$ cat src/rtl/fetch_queue.sv
// Instruction fetch queue: a DEPTH-entry circular buffer of instruction/PC pairs between IF and ID.
// Optional zero-latency empty bypass is enabled by defining FETCH_QUEUE_BYPASS_EN.
module fetch_queue #(
    parameter int                DATA_W    = 32,
    parameter int                ADDR_W    = 32,
    parameter int                DEPTH     = 4,
    parameter logic [DATA_W-1:0] NOP_INSTR = 32'h0000_0013
) (
    input  logic                         clk_i,
    input  logic                         rst_ni,
    input  logic                         stall_i,
    input  logic                         flush_i,
    input  logic                         in_valid_i,
    output logic                         in_ready_o,
    input  logic [DATA_W-1:0]            in_instr_i,
    input  logic [ADDR_W-1:0]            in_pc_i,
    output logic                         out_valid_o,
    output logic [DATA_W-1:0]            out_instr_o,
    output logic [ADDR_W-1:0]            out_pc_o,
    output logic [$clog2(DEPTH):0]       count_o,
    output logic                         full_o,
    output logic                         empty_o
);

    localparam int AW = $clog2(DEPTH);
    localparam int CW = AW + 1;

    logic [DATA_W-1:0] instr_mem_q [DEPTH];
    logic [ADDR_W-1:0] pc_mem_q    [DEPTH];

    logic [AW-1:0] rd_ptr_q, rd_ptr_d;
    logic [AW-1:0] wr_ptr_q, wr_ptr_d;
    logic [CW-1:0] count_q,  count_d;

    logic full;
    logic empty;
    logic push;
    logic pop;
`ifdef FETCH_QUEUE_BYPASS_EN
    logic bypass;
`endif

    always_comb begin
        full  = (count_q == CW'(DEPTH));
        empty = (count_q == '0);
`ifdef FETCH_QUEUE_BYPASS_EN
        bypass = empty && in_valid_i && !flush_i;
        // A bypassed entry that decode takes immediately never touches storage.
        push   = in_valid_i && !full && !flush_i && !(bypass && !stall_i);
`else
        push   = in_valid_i && !full && !flush_i;
`endif
        pop   = !empty && !stall_i && !flush_i;
    end

    always_comb begin
        rd_ptr_d = rd_ptr_q;
        wr_ptr_d = wr_ptr_q;
        count_d  = count_q;
        if (flush_i) begin
            rd_ptr_d = '0;
            wr_ptr_d = '0;
            count_d  = '0;
        end else begin
            if (push) wr_ptr_d = wr_ptr_q + AW'(1);
            if (pop)  rd_ptr_d = rd_ptr_q + AW'(1);
            case ({push, pop})
                2'b10:   count_d = count_q + CW'(1);
                2'b01:   count_d = count_q - CW'(1);
                default: count_d = count_q;
            endcase
        end
    end

    always_ff @(posedge clk_i or negedge rst_ni) begin
        if (!rst_ni) begin
            rd_ptr_q <= '0;
            wr_ptr_q <= '0;
            count_q  <= '0;
        end else begin
            rd_ptr_q <= rd_ptr_d;
            wr_ptr_q <= wr_ptr_d;
            count_q  <= count_d;
        end
    end

    // Payload storage carries no reset so it can map onto plain RAM.
    always_ff @(posedge clk_i) begin
        if (push) begin
            instr_mem_q[wr_ptr_q] <= in_instr_i;
            pc_mem_q[wr_ptr_q]    <= in_pc_i;
        end
    end

    always_comb begin
        in_ready_o  = !full;
        full_o      = full;
        empty_o     = empty;
        count_o     = count_q;
        out_valid_o = !empty;
        out_instr_o = empty ? NOP_INSTR : instr_mem_q[rd_ptr_q];
        out_pc_o    = empty ? '0 : pc_mem_q[rd_ptr_q];
`ifdef FETCH_QUEUE_BYPASS_EN
        if (bypass) begin
            out_valid_o = 1'b1;
            out_instr_o = in_instr_i;
            out_pc_o    = in_pc_i;
        end
`endif
    end

endmodule

$ cat config.mk
export PLATFORM = sky130hd
export DESIGN_NAME = fetch_queue
export DESIGN_NICKNAME = d
export VERILOG_FILES = /design/src/rtl/fetch_queue.sv
export SDC_FILE = /design/constraint.sdc
export NUM_CORES = 1
export LEC_CHECK = 0
export ABC_AREA = 0
export BUFFER_PORTS_ARGS = -buffer_cell sky130_fd_sc_hd__buf_2
export CAP_MARGIN = 20
export CORE_MARGIN = 1
export CORE_UTILIZATION = 25
export DETAILED_ROUTE_END_ITERATION = 8
export GPL_TIMING_DRIVEN = 0
export PLACE_DENSITY = 0.46
export SETUP_SLACK_MARGIN = 0.3
export SYNTH_ARGS = -nofsm -noshare
export SYNTH_HDL_FRONTEND = slang
export SYNTH_SLANG_ARGS = --single-unit
$ cat constraint.sdc
create_clock -name clk_i -period 3.4 [get_ports clk_i]
set_clock_uncertainty 0.2 [all_clocks]
set_input_delay 0.34 -clock clk_i [delete_from_list [all_inputs] [get_ports clk_i]]
set_output_delay 0.34 -clock clk_i [all_outputs]
set_load 0.03 [all_outputs]
==> metrics.txt, run 1 <==
R2R Path Start count_o[0]; first-pass GRT wire length between 30000 and 40000 um; Max Cap Viol 0; clock tree buffer depth 3; Yosys reg bits around 260; Worst VDD drop 0.455 mV; Syn Area/Cell about 22 sq um; DP Worst Slack ~220 ps; die area 41900 sq um; final WL around 23000 um; worst r2r path cells 5; HPWL reported at the end of detailed placement ~14000 um; later-pin clock latency in the skew report about 560 ps; post-synth cell types 35; hold path cells 4; clk sinks 263; CTS tree done; Crit. End Element output pin; crit share post-route between 80 and 90%; DR vias/cell between 4 and 5; GR Overflow Total 0; post-route ant nets 0; total iterations of the first detailed-routing run 4; clock root buffer clkbuf_16; RSZ-0062 raised after global routing true; synthesized area a little over 10000 sq um; Hold WC Path Type in -> reg; DRT iter0 DRCs approximately 200; fillers between 3000 and 4000; status finished clean; static leakage about 0.0046 uW; initial antenna violation count 0; layout cell share with drive strength beyond 1 37.2%; sequential element share of the synthesized area about three quarters; CP arrival 2380 ps; final core occ about 33%; Slew Limit Headroom between 50 and 60%; Fin Hold WS between 70 and 80 ps; required time worst endpoint 2860 ps; crit-path max FO 10; multi-input combinational cell area between 2000 and 2500 sq um; area grow syn2layout 29.8%; Ant. Diodes 0; vias in the first global route 5885; Core Rows 73; startpoint types register; starting density of the core between 20% and 30%; setup violators final 0; post-layout min period just under 3000 ps; clock transition at the registers of the reported paths approximately 60 ps; I/O Pins 140; Die W 205 um; drt wl/cell around 18 um; Total Routing Usage GR roughly 11%; H-tree level count 1; Reg-to-Reg End pc_mem_q[2][2]; CTS Buf Count 29; Core Box Area between 40000 and 50000 sq um; worst reg2reg setup slack between 600 and 700 ps; # nets final 791; FMAX approximately 340 MHz; IO Port Bufs about 140; fin cells 1265; GPL Wtd Cong around 0.76; # Post-CTS Setup Buffers 0; Seq. cell area about 8000 sq um; Final Slew Violations 0; syn nets around 550; PD cells 727 nW/um^2; post-placement cell count 1143; Die Height roughly 200 um; crit path kind reg -> out; final hold violation count 0; cell count after synthesis roughly 480; final setup margin between 400 and 500 ps; Synth Warn # 0; hold worst-path end count_o[1]; HP Start in_valid_i; total DRC errors in the routed layout 0; via count around 5400; largest net degree at the start of global routing between 50 and 60; Slew @ Worst Pin slightly above 700 ps
==> worst max path at each step <==
| stage | cells past startpoint | to | startpoint |
|---|---|---|---|
| after global placement | 5 | pc_mem_q[2][7] | in_valid_i |
| after CTS | 5 | out_instr_o[23] | count_o[1] |
| after floorplan | 4 | instr_mem_q[0][0] | count_o[0] |
| final | 5 | out_pc_o[12] | rd_ptr_q[1] |
| after detailed placement | 8 | count_o[1] | count_o[0] |
| after global routing | 5 | out_instr_o[23] | rd_ptr_q[1] |
==> final cells by class <==
type                            instances  share of cell area, %
Buffer                                 25                   1.43
Clock buffer                           36                   5.63
Clock inverter                         18                   1.25
Inverter                                7                  0.197
Multi-Input combinational cell        180                   16.6
Sequential cell                       263                   58.9
Tap cell                              525                   4.92
Timing Repair Buffer                  211                   11.0
==> placed cells by master (no fill, tap or decap), drive strengths merged <==
cell type    Yosys  final
a31oi            1      1
or3b             2      2
a21boi           1      1
o31ai            1      1
dfrtp            7      7
buf             14    159
nor4bb           1      1
o21ai            4      4
bufinv           0      3
a21o             2      2
clkinvlp         0      1
nor3             2      2
fa               1      1
mux4            64     64
ha               4      4
nand3            5      5
mux2             1      1
o21bai           1      1
inv              7      9
a2111oi          1      1
and2            65     65
or2              4      4
or4              1      1
clkinv           0     12
clkbuf          11     45
nor3b            1      1
nand2            3      3
nand2b           2      2
or3              3      3
a211oi           1      1
dlygate4sd3      0     68
a21oi            6      6
edfxtp         256    256
nand4            1      1
xor2             1      1
a41oi            1      1
==> synth_stat cells (all sizes together) <==
| library cell | count | area share, % |
|---|---|---|
| nand4 | 1 | 0.061 |
| and2 | 65 | 4.0 |
| nor4bb | 1 | 0.097 |
| inv | 7 | 0.26 |
| or3b | 2 | 0.17 |
| a31oi | 1 | 0.061 |
| nor3b | 1 | 0.073 |
| xor2 | 1 | 0.085 |
| clkbuf | 11 | 0.40 |
| a2111oi | 1 | 0.085 |
| o31ai | 1 | 0.073 |
| fa | 1 | 0.19 |
| edfxtp | 256 | 75 |
| or4 | 1 | 0.073 |
| a21o | 2 | 0.15 |
| nand2b | 2 | 0.12 |
| mux4 | 64 | 14 |
| a41oi | 1 | 0.085 |
| a21boi | 1 | 0.073 |
| a211oi | 1 | 0.073 |
| o21ai | 4 | 0.19 |
| nand3 | 5 | 0.24 |
| or3 | 3 | 0.18 |
| o21bai | 1 | 0.073 |
| nor3 | 2 | 0.097 |
| buf | 14 | 1.4 |
| dfrtp | 7 | 1.7 |
| ha | 4 | 0.49 |
| a21oi | 6 | 0.29 |
| mux2 | 1 | 0.11 |
| nand2 | 3 | 0.11 |
| or2 | 4 | 0.24 |
==> flip-flops by register name (all words and copies together) (netlist names) <==
signal	flops
wr_ptr_q	2
pc_mem_q	128
rd_ptr_q	2
count_o	3
instr_mem_q	128
==> kinds of logic (layout without fill, tap and decap cells) <==
kind of cell               after synthesis  count (layout)  share of synthesized area, %
xor gates and xnor gates                 1               1                        0.0852
DFF                                    263             263                          76.5
adders and majority gates                5               5                         0.682
muxes                                   65              65                          14.1
and+or+nand+nor                         90              90                          5.43
buffers and inverters                   32             297                          2.04
AOI/OAI and AO/OA                       19              19                          1.16
==> critical path, cell delays in order (launching register included) <==
cell     delay, ps
dfrtp_1        410
buf_2          330
buf_2          350
mux4_2         370
and2_1         190
buf_2          180
==> layer usage <==
| layer | GRT usage [%] | vias up | share of wire [%] |
|---|---|---|---|
| met3 | 2.75 | 27 | 5.1 |
| li1 | - | 2417 | - |
| met1 | 13.5 | 2791 | 42 |
| met2 | 19.1 | 119 | 51 |
| met4 | 2.35 | 0 | 1.6 |
| met5 | 0 | - | 0 |
==> through the flow <==
step / area (sq um) / total power [uW] / setup TNS [ps]
2_1_floorplan: 10300 / 5820 / 0
3_3_place_gp: 11600 / 6730 / -19550
3_5_place_dp: 11700 / 6770 / 0
4_1_cts: 13300 / 9890 / 0
5_1_grt: 13300 / 10200 / 0
6_report: 13300 / 9710 / 0
==> timing repair <==
action                                  in CTS  in global routing
hold buffers                                68                  0
endpoints found under the setup margin      60                 40
endpoints found under the hold margin      266                  0
resized for setup                            5                  4
==> power breakdown <==
| part | leakage [uW] | internal (uW) | switching, uW |
|---|---|---|---|
| registers | 0.00242 | 3720 | 62.5 |
| clock network | 0.000448 | 1790 | 1220 |
| logic | 0.00174 | 1080 | 1830 |
(Power assumes the default switching activity.)
==> run 2: changes to the inputs <==
--- a/config.mk
+++ b/config.mk
@@ -8,7 +8,7 @@
 export ABC_AREA = 0
 export BUFFER_PORTS_ARGS = -buffer_cell sky130_fd_sc_hd__buf_2
 export CAP_MARGIN = 20
-export CORE_MARGIN = 1
+export CORE_MARGIN = 2
 export CORE_UTILIZATION = 25
 export DETAILED_ROUTE_END_ITERATION = 8
 export GPL_TIMING_DRIVEN = 0
==> run 2 against run 1 <==
Effect of this change:
- global-route usage rose by 0.082 points
- setup slack got worse by 12 ps
- flip-flop and latch count did not move
- final area rose by 0.66%
- sequential share of layout area fell by 0.38 points
- register-to-register slack improved by 20 ps
- clock power rose by 6%
- combinational power barely moved
- sequential power barely moved
- final cell count rose by 0.79%
- power rose by 1.9%
- utilization fell by 0.23 points
- critical path type unchanged
==> metrics.txt, run 2 (same netlist as run 1, synthesis figures left out) <==
hold worst-path end count_o[1]; drt wl/cell ~18 um; commonest non-fill, non-tap cell in the layout edfxtp_1; I/O Pins 140; worst r2r path cells 8; PD cells between 700 and 800 nW/um^2; Slew Limit Headroom between 50% and 60%; clock tree buffer depth 3; Worst VDD drop between 0.3 and 0.4 mV; CTS tree done; clk sinks ~260; clock transition at the registers of the reported paths approximately 60 ps; post-layout min period 2930 ps; HP Start in_valid_i; area grow syn2layout 30.7%; startpoint types register; Die Height 207 um; starting density of the core between 20% and 30%; DP Worst Slack ~170 ps; CTS Buf Count 30; final WL 23300 um; via count around 5300; total power between 9000 and 10000 uW; worst reg2reg setup slack approximately 660 ps; total iterations of the first detailed-routing run 4; largest net degree at the start of global routing a little under 50; Hold WC Path Type in -> reg; post-route ant nets 0; crit path kind reg -> out; DR vias/cell 4.18; Final Slew Violations 0; die area 42800 sq um; crit-path max FO 10; status finished clean; GPL Wtd Cong 0.708; DRT iter0 DRCs 200; # nets final between 700 and 800; HPWL reported at the end of detailed placement between 10000 and 15000 um; Total Routing Usage GR 11.0%; Slew @ Worst Pin 733 ps; fillers 4000; first-pass GRT wire length 35100 um; later-pin clock latency in the skew report between 500 and 600 ps; Max Cap Viol 0; required time worst endpoint around 2900 ps; IO Port Bufs ~140; hold path cells 4; layout cell share with drive strength beyond 1 between 30% and 40%; R2R Path Start count_o[2]; total DRC errors in the routed layout 0; clock root buffer clkbuf_16; initial antenna violation count 1; FMAX between 300 and 400 MHz; setup violators final 0; Core Rows 74; commonest cells after routing, fill and taps aside edfxtp_1, buf_2, dlygate4sd3_1, mux4_2, and2_1; cell area after layout 13400 sq um; Crit. End Element output pin; GR Overflow Total 0; # Post-CTS Setup Buffers 0; H-tree level count 1; Die W 207 um; Post-Place Cell Area 11800 sq um; CP arrival around 2400 ps; vias in the first global route 5721; final setup margin about 470 ps; RSZ-0062 raised after global routing false; Reg-to-Reg End count_o[1]; crit share post-route 86.1%; static leakage approximately 0.0046 uW; final hold violation count 0; Core Box Area between 40000 and 50000 sq um
## run 2: power breakdown
group	total, uW	internal [uW]	switching, uW
registers	3780	3720	60.0
clock network	3180	1890	1300
logic	2920	1080	1840
## run 2: worst max path at each step
stage	start	slack [ps]	end
detailed placement	count_o[0]	170	count_o[1]
global placement	in_valid_i	-340	pc_mem_q[0][11]
floorplan	count_o[0]	480	instr_mem_q[0][0]
CTS	rd_ptr_q[1]	300	out_pc_o[23]
finish	count_o[2]	470	out_pc_o[17]
global route	count_o[0]	310	out_pc_o[17]
## run 2: layout make-up
type / count / area (sq um) / area share, %
Sequential cell: 263 / 7860 / 58.5
Multi-Input combinational cell: 180 / 2220 / 16.5
Timing Repair Buffer: 211 / 1490 / 11.1
Clock buffer: 36 / 795 / 5.91
Tap cell: 532 / 666 / 4.96
Buffer: 25 / 195 / 1.45
Clock inverter: 20 / 181 / 1.35
Inverter: 7 / 26.3 / 0.196
Antenna cell: 1 / 2.50 / 0.0186
## run 2: worst max-delay path, cell delays in order (launching register included)
cell and delay (ps):
dfrtp_1 470, or3_1 420, clkbuf_4 260, clkbuf_1 260, and2_1 230, buf_2 180
## run 2: routing by layer
metal | vias up | share of wire, % | GRT usage, %
met5 | - | 0 | 0
met4 | 0 | 2.5 | 3.55
met3 | 38 | 4.9 | 2.04
met2 | 115 | 48 | 18.1
met1 | 2754 | 44 | 14.7
li1 | 2423 | - | -
## run 2: through the flow
step | std cells | hold WS, ps | utilization [%] | setup TNS [ps]
6_report | 1275 | 82.8 | 33.0 | 0
5_1_grt | 1275 | 83.8 | 33.0 | 0
4_1_cts | 1274 | 22.7 | 33.0 | 0
3_5_place_dp | 1150 | -7.62 | 28.9 | 0
3_3_place_gp | 1146 | -10.7 | 28.6 | -75070
2_1_floorplan | 475 | -156 | - | 0
## run 2: what timing repair did
| item | in CTS | in global routing |
|---|---|---|
| hold endpoints to repair | 267 | 0 |
| pin swaps | 0 | 0 |
| resized for setup | 6 | 1 |
| endpoints found under the setup margin | 63 | 1 |
| hold buffers | 68 | 0 |
